`src/rtl/wb_fill_pkg.sv`:
```
// Shared types and default widths for the Wishbone VGA fill master.
package wb_fill_pkg;

  localparam int DEF_ADDR_W = 12;
  localparam int DEF_DATA_W = 32;
  localparam int DEF_LEN_W  = 13;

  typedef enum logic [1:0] {
    IDLE  = 2'd0,
    WRITE = 2'd1,
    DONE  = 2'd2
  } fill_state_e;

  typedef struct packed {
    logic [DEF_ADDR_W-1:0] addr;
    logic [DEF_LEN_W-1:0]  len;
    logic [DEF_DATA_W-1:0] data;
    logic [3:0]            sel;
  } fill_cmd_t;

endpackage

```
`src/rtl/wishbone_vga_fill_master.sv`:
```
// Wishbone classic write-only initiator that fills a framebuffer range with a constant word.
// Optional ack timeout abort enabled by defining WB_FILL_MASTER_TIMEOUT_EN.
import wb_fill_pkg::*;

module wishbone_vga_fill_master #(
  parameter int ADDR_W         = DEF_ADDR_W,
  parameter int DATA_W         = DEF_DATA_W,
  parameter int LEN_W          = DEF_LEN_W,
  parameter int TIMEOUT_CYCLES = 16
) (
  input  logic              clk_i,
  input  logic              rst_n_i,
  input  logic              cmd_valid_i,
  output logic              cmd_ready_o,
  input  logic [ADDR_W-1:0] cmd_addr_i,
  input  logic [LEN_W-1:0]  cmd_len_i,
  input  logic [DATA_W-1:0] cmd_data_i,
  input  logic [3:0]        cmd_sel_i,
  output logic              busy_o,
  output logic              done_o,
  output logic              err_o,
  output logic              wb_cyc_o,
  output logic              wb_stb_o,
  output logic              wb_we_o,
  output logic [3:0]        wb_sel_o,
  output logic [ADDR_W-1:0] wb_adr_o,
  output logic [DATA_W-1:0] wb_dat_o,
  input  logic              wb_ack_i
);

  if (TIMEOUT_CYCLES < 1) begin : g_param_chk
    $error("TIMEOUT_CYCLES must be at least 1");
  end

  fill_state_e       state_q, state_d;
  logic [ADDR_W-1:0] adr_q, adr_d;
  logic [DATA_W-1:0] dat_q, dat_d;
  logic [3:0]        sel_q, sel_d;
  logic [LEN_W-1:0]  rem_q, rem_d;
  logic              cyc_q, cyc_d;
  logic              timeout;

`ifdef WB_FILL_MASTER_TIMEOUT_EN
  localparam int TO_W = $clog2(TIMEOUT_CYCLES + 1);
  logic [TO_W-1:0] to_cnt_q, to_cnt_d;
  logic            err_q, err_d;

  // Counts stalled strobe cycles of the current word; any ack restarts it.
  always_comb begin
    to_cnt_d = '0;
    timeout  = 1'b0;
    if (state_q == WRITE && !wb_ack_i) begin
      if (to_cnt_q == TO_W'(TIMEOUT_CYCLES - 1)) timeout = 1'b1;
      else to_cnt_d = to_cnt_q + TO_W'(1);
    end
  end

  always_ff @(posedge clk_i or negedge rst_n_i) begin
    if (!rst_n_i) begin
      to_cnt_q <= '0;
      err_q    <= 1'b0;
    end else begin
      to_cnt_q <= to_cnt_d;
      err_q    <= err_d;
    end
  end

  assign err_d = timeout;
  assign err_o = err_q;
`else
  assign timeout = 1'b0;
  assign err_o   = 1'b0;
`endif

  always_comb begin
    state_d = state_q;
    adr_d   = adr_q;
    dat_d   = dat_q;
    sel_d   = sel_q;
    rem_d   = rem_q;
    cyc_d   = cyc_q;
    case (state_q)
      IDLE: begin
        if (cmd_valid_i) begin
          adr_d = cmd_addr_i;
          dat_d = cmd_data_i;
          sel_d = cmd_sel_i;
          rem_d = cmd_len_i;
          if (cmd_len_i == '0) begin
            state_d = DONE;
          end else begin
            state_d = WRITE;
            cyc_d   = 1'b1;
          end
        end
      end
      WRITE: begin
        if (wb_ack_i) begin
          if (rem_q == LEN_W'(1)) begin
            cyc_d   = 1'b0;
            state_d = DONE;
          end else begin
            rem_d = rem_q - LEN_W'(1);
            adr_d = adr_q + ADDR_W'(1);
          end
        end else if (timeout) begin
          cyc_d   = 1'b0;
          state_d = DONE;
        end
      end
      DONE:    state_d = IDLE;
      default: state_d = IDLE;
    endcase
  end

  always_ff @(posedge clk_i or negedge rst_n_i) begin
    if (!rst_n_i) begin
      state_q <= IDLE;
      adr_q   <= '0;
      dat_q   <= '0;
      sel_q   <= '0;
      rem_q   <= '0;
      cyc_q   <= 1'b0;
    end else begin
      state_q <= state_d;
      adr_q   <= adr_d;
      dat_q   <= dat_d;
      sel_q   <= sel_d;
      rem_q   <= rem_d;
      cyc_q   <= cyc_d;
    end
  end

  // Strobe stays asserted for the whole burst, so it shares the cycle flop.
  assign wb_cyc_o    = cyc_q;
  assign wb_stb_o    = cyc_q;
  assign wb_we_o     = cyc_q;
  assign wb_adr_o    = adr_q;
  assign wb_dat_o    = dat_q;
  assign wb_sel_o    = sel_q;
  assign cmd_ready_o = (state_q == IDLE);
  assign busy_o      = (state_q == WRITE);
  assign done_o      = (state_q == DONE);

endmodule
```
`config.mk`:
```
export PLATFORM = sky130hd
export DESIGN_NAME = wishbone_vga_fill_master
export DESIGN_NICKNAME = d
export VERILOG_FILES = /design/src/rtl/wb_fill_pkg.sv /design/src/rtl/wishbone_vga_fill_master.sv
export SDC_FILE = /design/constraint.sdc
export NUM_CORES = 1
export LEC_CHECK = 0
export CAP_MARGIN = 5
export CELL_PAD_IN_SITES_DETAIL_PLACEMENT = 0
export CELL_PAD_IN_SITES_GLOBAL_PLACEMENT = 1
export CORE_AREA = 4 4 118 98
export CTS_CLUSTER_SIZE = 12
export DETAILED_ROUTE_END_ITERATION = 10
export DIE_AREA = 0 0 122 102
export PLACE_DENSITY = 0.81
export SLEW_MARGIN = 20
export SYNTH_ARGS = -nofsm -noshare
export SYNTH_HDL_FRONTEND = slang
export SYNTH_SLANG_ARGS = --single-unit
```
`constraint.sdc`:
```
create_clock -name clk_i -period 2.5 [get_ports clk_i]
set_clock_uncertainty 0.1 [all_clocks]
set_input_delay 0.75 -clock clk_i [delete_from_list [all_inputs] [get_ports clk_i]]
set_output_delay 0.75 -clock clk_i [all_outputs]
set_load 0.03 [all_outputs]
```
* After elaboration in Yosys (flattened, before gate mapping)
Cells that the tools add are included.
Cells by class: muxes and demuxes 18, add/subtract/negate cells 2, reduce and logical (&&, ||, !) cells 7, equal/unequal tests 8
Operators with widths (count):
- two-way mux 13 bit | 3
- two-way mux 12 bit | 3
- one-hot mux 13 bit (2 select lines) | 1
- one-hot mux 12 bit (2 select lines) | 1
- == test 13 x 1 -> 1 bit, second input constant | 1
- zero test 13 bit | 1
- subtractor 13 x 1 -> 13 bit, second input constant | 1
- adder 12 x 1 -> 12 bit, second input constant | 1
- two-way mux 2 bit | 4
- != test 2 bit, second input constant | 3
- AND reduction 5 bit | 1
- two-way mux 1 bit | 4
- != test 2 x 1 -> 1 bit, second input constant | 2
- one-hot mux 2 bit (2 select lines) | 1
- AND reduction 4 bit | 1
- AND reduction 3 bit | 1
- == test 2 x 1 -> 1 bit, second input constant | 1
- == test 2 bit, second input constant | 1
- zero test 2 bit | 1
- one-hot mux 1 bit (2 select lines) | 1
- AND reduction 2 bit | 1
- nonzero test 2 bit | 1
Word-level totals: bits in registers 64, output and inout bits 55, word-level logic and storage cells 41, input bits 65

* Logic depth before layout (Yosys ltp)
Gate-level depths: netlist of run 1.
depth after elaboration 4, depth in mapped cells 7

* Worst setup path before layout of run 1
OpenSTA, ideal clock, no wires.
path type input to register, start point input cmd_valid_i, end point register dat_q[11], in the netlist wb_dat_o[11], library setup time 0.066 ns, path slack 0.301 ns, data required time 2.334 ns, stages on the path 6, data arrival time 2.034 ns, buffers on the path 3, cell sequence nor3b_1 buf_2 buf_1 buf_1 nand2_1 nand2_1
On the way: word-level cells in the longest chain between the ends 1
Ends and longest elaborated chain:
- start, declared | line wishbone_vga_fill_master.sv:13 | input logic cmd_valid_i,
- AND reduction 2 bit (no line)
- end signal, assigned | line wishbone_vga_fill_master.sv:127 | dat_q <= dat_d;
- end, declared | line wishbone_vga_fill_master.sv:37 | logic [DATA_W-1:0] dat_q, dat_d;
Every way passes these cells. A chain may end at the register's enable or synchronous reset.

* Worst setup path in the final report of run 1
start point register adr_q[4], in the netlist wb_adr_o[4], end point output wb_adr_o[4]
RTL lines:
- start, declared | line wishbone_vga_fill_master.sv:36 | logic [ADDR_W-1:0] adr_q, adr_d;
- start signal, assigned | line wishbone_vga_fill_master.sv:126 | adr_q <= adr_d;
- end, declared | line wishbone_vga_fill_master.sv:26 | output logic [ADDR_W-1:0] wb_adr_o,
No word-level cell between the ends.

==> results of run 1 <==
cell families (layout without fill, tap and decap cells):
group	count (synthesis)	after routing	share of synthesized area, %
muxes	7	7	2.20
AOI/OAI and AO/OA	66	66	14.8
adders and majority gates	3	3	1.16
DFF	64	64	49.4
and+or+nand+nor	188	188	27.2
other	1	1	0.116
buffers and inverters	33	164	5.17
stage by stage:
step           area (µm²)  setup slack, ps  cells
6_report             4990             94.3    637
5_1_grt              4990             18.3    637
4_1_cts              4960             83.9    635
3_5_place_dp         4670            -20.3    619
3_3_place_gp         4670             32.7    619
2_1_floorplan        3240              301    362
worst register-to-register path, cell delays in order (launching register included):
cell                       delay, ps
sky130_fd_sc_hd__dfrtp_1         400
sky130_fd_sc_hd__inv_1           100
sky130_fd_sc_hd__ha_1            160
sky130_fd_sc_hd__or4b_4          510
sky130_fd_sc_hd__o311ai_4        470
sky130_fd_sc_hd__buf_4           200
sky130_fd_sc_hd__nor3b_1          40
sky130_fd_sc_hd__a211o_1         270
metal layers:
layer | share of wire, % | routed length [µm] | vias up | track usage (%)
met2 | 44 | 4350 | 105 | 23.9
met4 | 1.6 | 164 | 0 | 4.57
met1 | 46 | 4620 | 1495 | 21.8
met3 | 8.3 | 822 | 15 | 6.31
met5 | 0 | 0 | - | 0
li1 | - | - | 1527 | -
Yosys cell counts, types with 3 or more instances:
cell	n	area share [%]
sky130_fd_sc_hd__nand3_1	6	0.93
sky130_fd_sc_hd__clkbuf_1	11	1.3
sky130_fd_sc_hd__o2bb2ai_1	3	0.81
sky130_fd_sc_hd__o31ai_1	4	0.93
sky130_fd_sc_hd__buf_6	4	1.4
sky130_fd_sc_hd__nor3_1	12	1.9
sky130_fd_sc_hd__mux2i_1	6	1.9
sky130_fd_sc_hd__o311ai_0	3	0.81
sky130_fd_sc_hd__nor2b_1	3	0.58
sky130_fd_sc_hd__nand2_1	119	14
sky130_fd_sc_hd__a221o_1	3	0.93
sky130_fd_sc_hd__nor4_1	7	1.4
sky130_fd_sc_hd__dfrtp_1	64	49
sky130_fd_sc_hd__inv_1	6	0.69
sky130_fd_sc_hd__nand4_1	3	0.58
sky130_fd_sc_hd__a211o_1	4	1.1
sky130_fd_sc_hd__nor2_1	13	1.5
sky130_fd_sc_hd__o21ai_0	11	1.7
sky130_fd_sc_hd__a31oi_1	4	0.77
sky130_fd_sc_hd__buf_1	6	0.69
sky130_fd_sc_hd__ha_1	3	1.2
sky130_fd_sc_hd__a21oi_1	10	1.5
sky130_fd_sc_hd__o22ai_1	8	1.5
sky130_fd_sc_hd__or4_1	3	0.69
sky130_fd_sc_hd__buf_4	3	0.69
registers in the layout (all words and copies together) (netlist names):
signal / flops
rem_q: 13
wb_sel_o: 4
wb_dat_o: 32
wb_adr_o: 12
wb_cyc_o: 1
state_q: 2
cell type report:
cell class	instances	area share, %
Sequential cell	64	32.1
Multi-Input combinational cell	265	29.7
Timing Repair Buffer	141	28.2
Clock buffer	10	4.79
Tap cell	144	3.61
Clock inverter	6	1.18
Inverter	7	0.526
worst max path at each step:
stage	start	end	slack (ps)	cells after the start
global placement	wb_ack_i	rem_q[12]	30	5
CTS	wb_adr_o[4]	wb_adr_o[4]	80	1
global route	rem_q[1]	wb_adr_o[2]	20	7
floorplan	cmd_valid_i	wb_dat_o[11]	300	6
detailed placement	wb_ack_i	rem_q[12]	-20	5
finish	wb_adr_o[4]	wb_adr_o[4]	90	1
power by group:
group / switching [W] / internal, W / total [W] / leakage (nW)
clock network: 0.000454 / 0.000792 / 0.00125 / 0.152
registers: 0.000390 / 0.00150 / 0.00189 / 0.770
logic: 0.00176 / 0.00134 / 0.00309 / 1.27
total: 0.00260 / 0.00363 / 0.00623 / 2.19
placed cells by master, fill, tap and decap left out, drive strengths merged, types with 5 or more instances in the layout:
| master | netlist | layout |
|---|---|---|
| nand2 | 119 | 119 |
| clkdlybuf4s50 | 0 | 114 |
| dfrtp | 64 | 64 |
| buf | 15 | 26 |
| nor2 | 15 | 15 |
| nor3 | 12 | 12 |
| o21ai | 12 | 12 |
| a21oi | 10 | 10 |
| clkbuf | 11 | 10 |
| o22ai | 8 | 8 |
| nor4 | 8 | 8 |
| inv | 7 | 7 |
| nand3 | 6 | 6 |
| mux2i | 6 | 6 |
| clkinv | 0 | 5 |
| or4 | 5 | 5 |
what timing repair did:
action,CTS,global route
endpoints found under the setup margin,1,2
buffers inserted,0,2
gates resized for setup,1,0
pin swaps,0,1
cloned,0,0
==> impl_summary.txt, run 1 <==
----------------------------------------------------
[Placement]
  Global placement routability congestion ... 0.845
  HPWL after detailed placement ... 7330 µm
  PortBufs ... 118

[Timing]
  Slew Limit Fails ... 0
  Finish-stage setup viols ... 0
  Unrepaired setup endpoints after global routing ... no
  Setup total negative slack ... 0 ps
  Tightest Pin Transition ... 570 ps
  Number of endpoints with negative hold slack in the final report ... 0
  Worst slew margin relative to its limit ... 61.9%
  Tcrit/Tclk final ... 96.2%
  Timing-limited maximum frequency ... 0.416 GHz
  Worst hold slack ... 125 ps
  Final min period ... 2410 ps

[Critical path]
  Worst R2R Setup Slack ... 130 ps
  Cell chain of the critical path ... clkdlybuf4s50_1
  Maximum fanout along the worst path ... 9
  Startpoint of the lowest-slack register-to-register path ... rem_q[1]
  Crit Path Category ... reg -> out
  CP Data Required Time ... 1650 ps
  CP startpoint kind ... register
  Critical-path cell with the highest stage delay ... sky130_fd_sc_hd__clkdlybuf4s50_1
  Worst stage delay on the critical path ... 730 ps
  Signal arrival time at the worst endpoint ... 1560 ps
  Worst path top cell family by delay ... buffers and inverters
  Reg2reg path depth ... 7
  Kind of end point of the critical path ... output port
  Critical path buffers and inverters ... 1
  Reg-to-reg endpoint ... wb_adr_o[2]

[Global route]
  Remaining global-route overflow ... 0
  Initial antenna violation count ... 0
  Via count of the first global-routing pass ... 3,120
  Largest net degree at the start of global routing ... 41
  First-pass GRT wire length ... 15,800 µm
  Gr usage total ... 16.0%

[Synthesis]
  Combined area of all synthesized cells ... 3240 µm²
  Most instantiated flip-flop cell in the synthesis netlist ... sky130_fd_sc_hd__dfrtp_1
  Average instance area after synthesis ... 8.96 µm²
  Share of synthesized registers carrying an async set or reset ... 100%
  Gate count after technology mapping ... 362
  Number of flops mapped to enable cells by yosys ... 0
  Synthesized net count ... 430
  Count of synthesis-stage warnings from yosys ... 0
  Post-synthesis sequential area ratio ... 49.4%
  Distinct cell type count after synthesis ... 57
  Number of synthesized register bits ... 64

[Power]
  Static leakage ... 2.19 nW
  Peak supply drop ... 628 µV
  Power Total ... 0.00623 W
  Power Density ... 1250 nW/µm²

[Clocking]
  CTS H-tree depth ... 3
  Number of buffers on the longest clock path ... 2
  Hold bufs inserted after CTS ... 0
  TritonCTS clock tree ... built
  Clock Latency Late Sink ... 330 ps
  Root buffer cell ... sky130_fd_sc_hd__clkbuf_16
  Number of clock sinks ... 64
  TritonCTS Buffers ... 9
  Clock-pin slew on the worst setup and hold paths ... 60 ps

[Cells and area]
  Proportion of layout cells with a drive suffix above 1 ... 11.0%
  Final core utilization ... 47.5%
  Area growth syn-to-layout ... 54.0%
  Layout fillers ... 1,022
  Nets ... 556
  Area taken by multi-input logic gates ... 1480 µm²
  Count of inserted antenna diode cells ... 0
  Register Area ... 1600 µm²

[Routing]
  Post-Route WL ... 9950 µm
  Detailed-route vias per instance ... 4.93
  Average wire length per cell after detail routing ... 15.6 µm
  First-pass detailed-route iteration total ... 4
  Drt initial violations ... 222
  Post-route ant nets ... 0
  DRC Markers ... 0
  DR vias ... 3,142

[Run status]
  Status ... finished clean

[Flow run]
  Number of maximum-capacitance violations ... 0

[Die]
  Starting Density ... 30.9%
  Std cell rows ... 34
  Count of pins on the block boundary ... 120
  Die outline width ... 122 µm
  Core box area ... 10,500 µm²
  Die Outline Area ... 12,400 µm²
  Vertical die dimension ... 102 µm

[Worst hold path]
  Class of the tightest hold or removal check ... in -> async

----------------------------------------------------
Power figures use the tool's default switching activity.
==> run 2: changes to the inputs <==
--- a/config.mk
+++ b/config.mk
@@ -17,3 +17,4 @@
 export SYNTH_ARGS = -nofsm -noshare
 export SYNTH_HDL_FRONTEND = slang
 export SYNTH_SLANG_ARGS = --single-unit
+export TNS_END_PERCENT = 50
==> results of run 2 <==
The final DEF is identical to that of run 1; final timing and power are the same.
==> run 3: changes to the inputs <==
--- a/config.mk
+++ b/config.mk
@@ -13,6 +13,7 @@
 export DETAILED_ROUTE_END_ITERATION = 10
 export DIE_AREA = 0 0 122 102
 export PLACE_DENSITY = 0.81
+export SETUP_SLACK_MARGIN = 0.1
 export SLEW_MARGIN = 20
 export SYNTH_ARGS = -nofsm -noshare
 export SYNTH_HDL_FRONTEND = slang
==> impl_summary.txt, run 3 (synthesized netlist as in run 1, its figures left out) <==
----------------------------------------------------
[Global route]
  First-pass GRT wire length ... 15,800 µm
  Via count of the first global-routing pass ... 3,120
  Largest net degree at the start of global routing ... 41
  Remaining global-route overflow ... 0
  Gr usage total ... 16.0%
  Initial antenna violation count ... 0

[Placement]
  PortBufs ... 118
  Global placement routability congestion ... 0.845
  HPWL after detailed placement ... 7330 µm

[Power]
  Static leakage ... 2.22 nW
  Power Density ... 1250 nW/µm²
  Power Total ... 0.00626 W
  Peak supply drop ... 628 µV

[Routing]
  Post-Route WL ... 10,000 µm
  First-pass detailed-route iteration total ... 4
  Average wire length per cell after detail routing ... 15.7 µm
  Post-route ant nets ... 0
  DR vias ... 3,151
  Detailed-route vias per instance ... 4.93
  DRC Markers ... 0
  Drt initial violations ... 178

[Cells and area]
  Nets ... 558
  Count of inserted antenna diode cells ... 0
  Register Area ... 1600 µm²
  Flip-flop count of the largest register after layout ... 32
  Area taken by multi-input logic gates ... 1490 µm²
  Top library cells by usage in the layout, fill and taps aside ... sky130_fd_sc_hd__nand2_1 (118), sky130_fd_sc_hd__clkdlybuf4s50_1 (113), sky130_fd_sc_hd__dfrtp_1 (63)
  Area growth syn-to-layout ... 54.9%
  Final core utilization ... 47.8%
  Layout fillers ... 1,016
  Proportion of layout cells with a drive suffix above 1 ... 12.1%
  Most common cell after layout, fill and taps aside ... sky130_fd_sc_hd__nand2_1

[Timing]
  Tcrit/Tclk final ... 96.6%
  Worst hold slack ... 126 ps
  Unrepaired setup endpoints after global routing ... yes
  Setup total negative slack ... 0 ps
  Slew Limit Fails ... 0
  Final min period ... 2420 ps
  Finish-stage setup viols ... 0
  Number of endpoints with negative hold slack in the final report ... 0
  Tightest Pin Transition ... 577 ps
  Worst slew margin relative to its limit ... 61.5%
  Timing-limited maximum frequency ... 0.414 GHz

[Die]
  Core box area ... 10,500 µm²
  Die outline width ... 122 µm
  Std cell rows ... 34
  Count of pins on the block boundary ... 120
  Die Outline Area ... 12,400 µm²
  Starting Density ... 30.9%
  Vertical die dimension ... 102 µm

[Clocking]
  CTS H-tree depth ... 3
  TritonCTS clock tree ... built
  TritonCTS Buffers ... 9
  Root buffer cell ... sky130_fd_sc_hd__clkbuf_16
  Number of clock sinks ... 64
  Number of buffers on the longest clock path ... 2
  Hold bufs inserted after CTS ... 0
  Clock Latency Late Sink ... 330 ps
  Clock-pin slew on the worst setup and hold paths ... 60 ps

[Critical path]
  Critical-path cell with the highest stage delay ... sky130_fd_sc_hd__clkdlybuf4s50_1
  Worst path top cell family by delay ... buffers and inverters
  CP startpoint kind ... register
  Maximum fanout along the worst path ... 9
  Signal arrival time at the worst endpoint ... 1570 ps
  Worst R2R Setup Slack ... 210 ps
  Cell chain of the critical path ... clkdlybuf4s50_1
  Kind of end point of the critical path ... output port
  CP Data Required Time ... 1650 ps
  Crit Path Category ... reg -> out
  Critical path buffers and inverters ... 1
  Reg-to-reg endpoint ... wb_adr_o[2]
  Startpoint of the lowest-slack register-to-register path ... rem_q[1]
  Worst stage delay on the critical path ... 730 ps
  Reg2reg path depth ... 7

[Run status]
  Status ... finished clean

[Flow run]
  Number of maximum-capacitance violations ... 0

[Worst hold path]
  Class of the tightest hold or removal check ... in -> async

----------------------------------------------------
==> run 3: changes by cell type in the layout (fill, tap and decap cells not counted), sizes merged <==
cell,delta
dlymetal6s2s,+1
buf,+2
clkdlybuf4s50,-1
==> run 3: report_power, final <==
part | switching [W] | internal, W
logic | 0.00177 | 0.00136
registers | 0.000390 | 0.00150
clock network | 0.000452 | 0.000792
==> run 3: worst max path at each step <==
| stage | from | endpoint | slack [ps] | cells past startpoint |
|---|---|---|---|---|
| 6_report | wb_adr_o[4] | wb_adr_o[4] | 80 | 1 |
| 5_1_grt | wb_adr_o[4] | wb_adr_o[4] | 50 | 1 |
| 4_1_cts | wb_adr_o[4] | wb_adr_o[4] | 80 | 1 |
| 3_5_place_dp | wb_ack_i | rem_q[12] | -20 | 5 |
| 3_3_place_gp | wb_ack_i | rem_q[12] | 30 | 5 |
| 2_1_floorplan | cmd_valid_i | wb_dat_o[11] | 300 | 6 |
==> run 3: layout make-up <==
| type | instances | share of cell area (%) |
|---|---|---|
| clock inverters | 6 | 1.17 |
| flip-flops and latches | 64 | 31.9 |
| inverters | 7 | 0.523 |
| multi-input cells | 265 | 29.6 |
| repair buffers | 143 | 28.4 |
| clock buffers | 10 | 4.76 |
| well taps | 144 | 3.59 |
==> run 3: metal layers <==
layer	GRT usage, %	vias to the layer above	wire length, µm
met5	0	-	0
met4	4.57	0	158
met3	6.31	15	889
met2	23.9	121	4350
met1	21.8	1486	4610
li1	-	1529	-
==> run 3: stage by stage <==
| stage | worst slack [ps] | std cells | area, µm² |
|---|---|---|---|
| after CTS | 83.9 | 635 | 4960 |
| after detailed placement | -20.3 | 619 | 4670 |
| final | 84.3 | 639 | 5020 |
| after floorplan | 301 | 362 | 3240 |
| after global placement | 32.7 | 619 | 4670 |
| after global routing | 47.9 | 639 | 5020 |
==> run 3: what timing repair did <==
item,in CTS,in global routing
buffers inserted,0,4
endpoints found under the setup margin,2,24
endpoints found under the hold margin,0,0
resized for setup,1,7
pin swaps,0,2
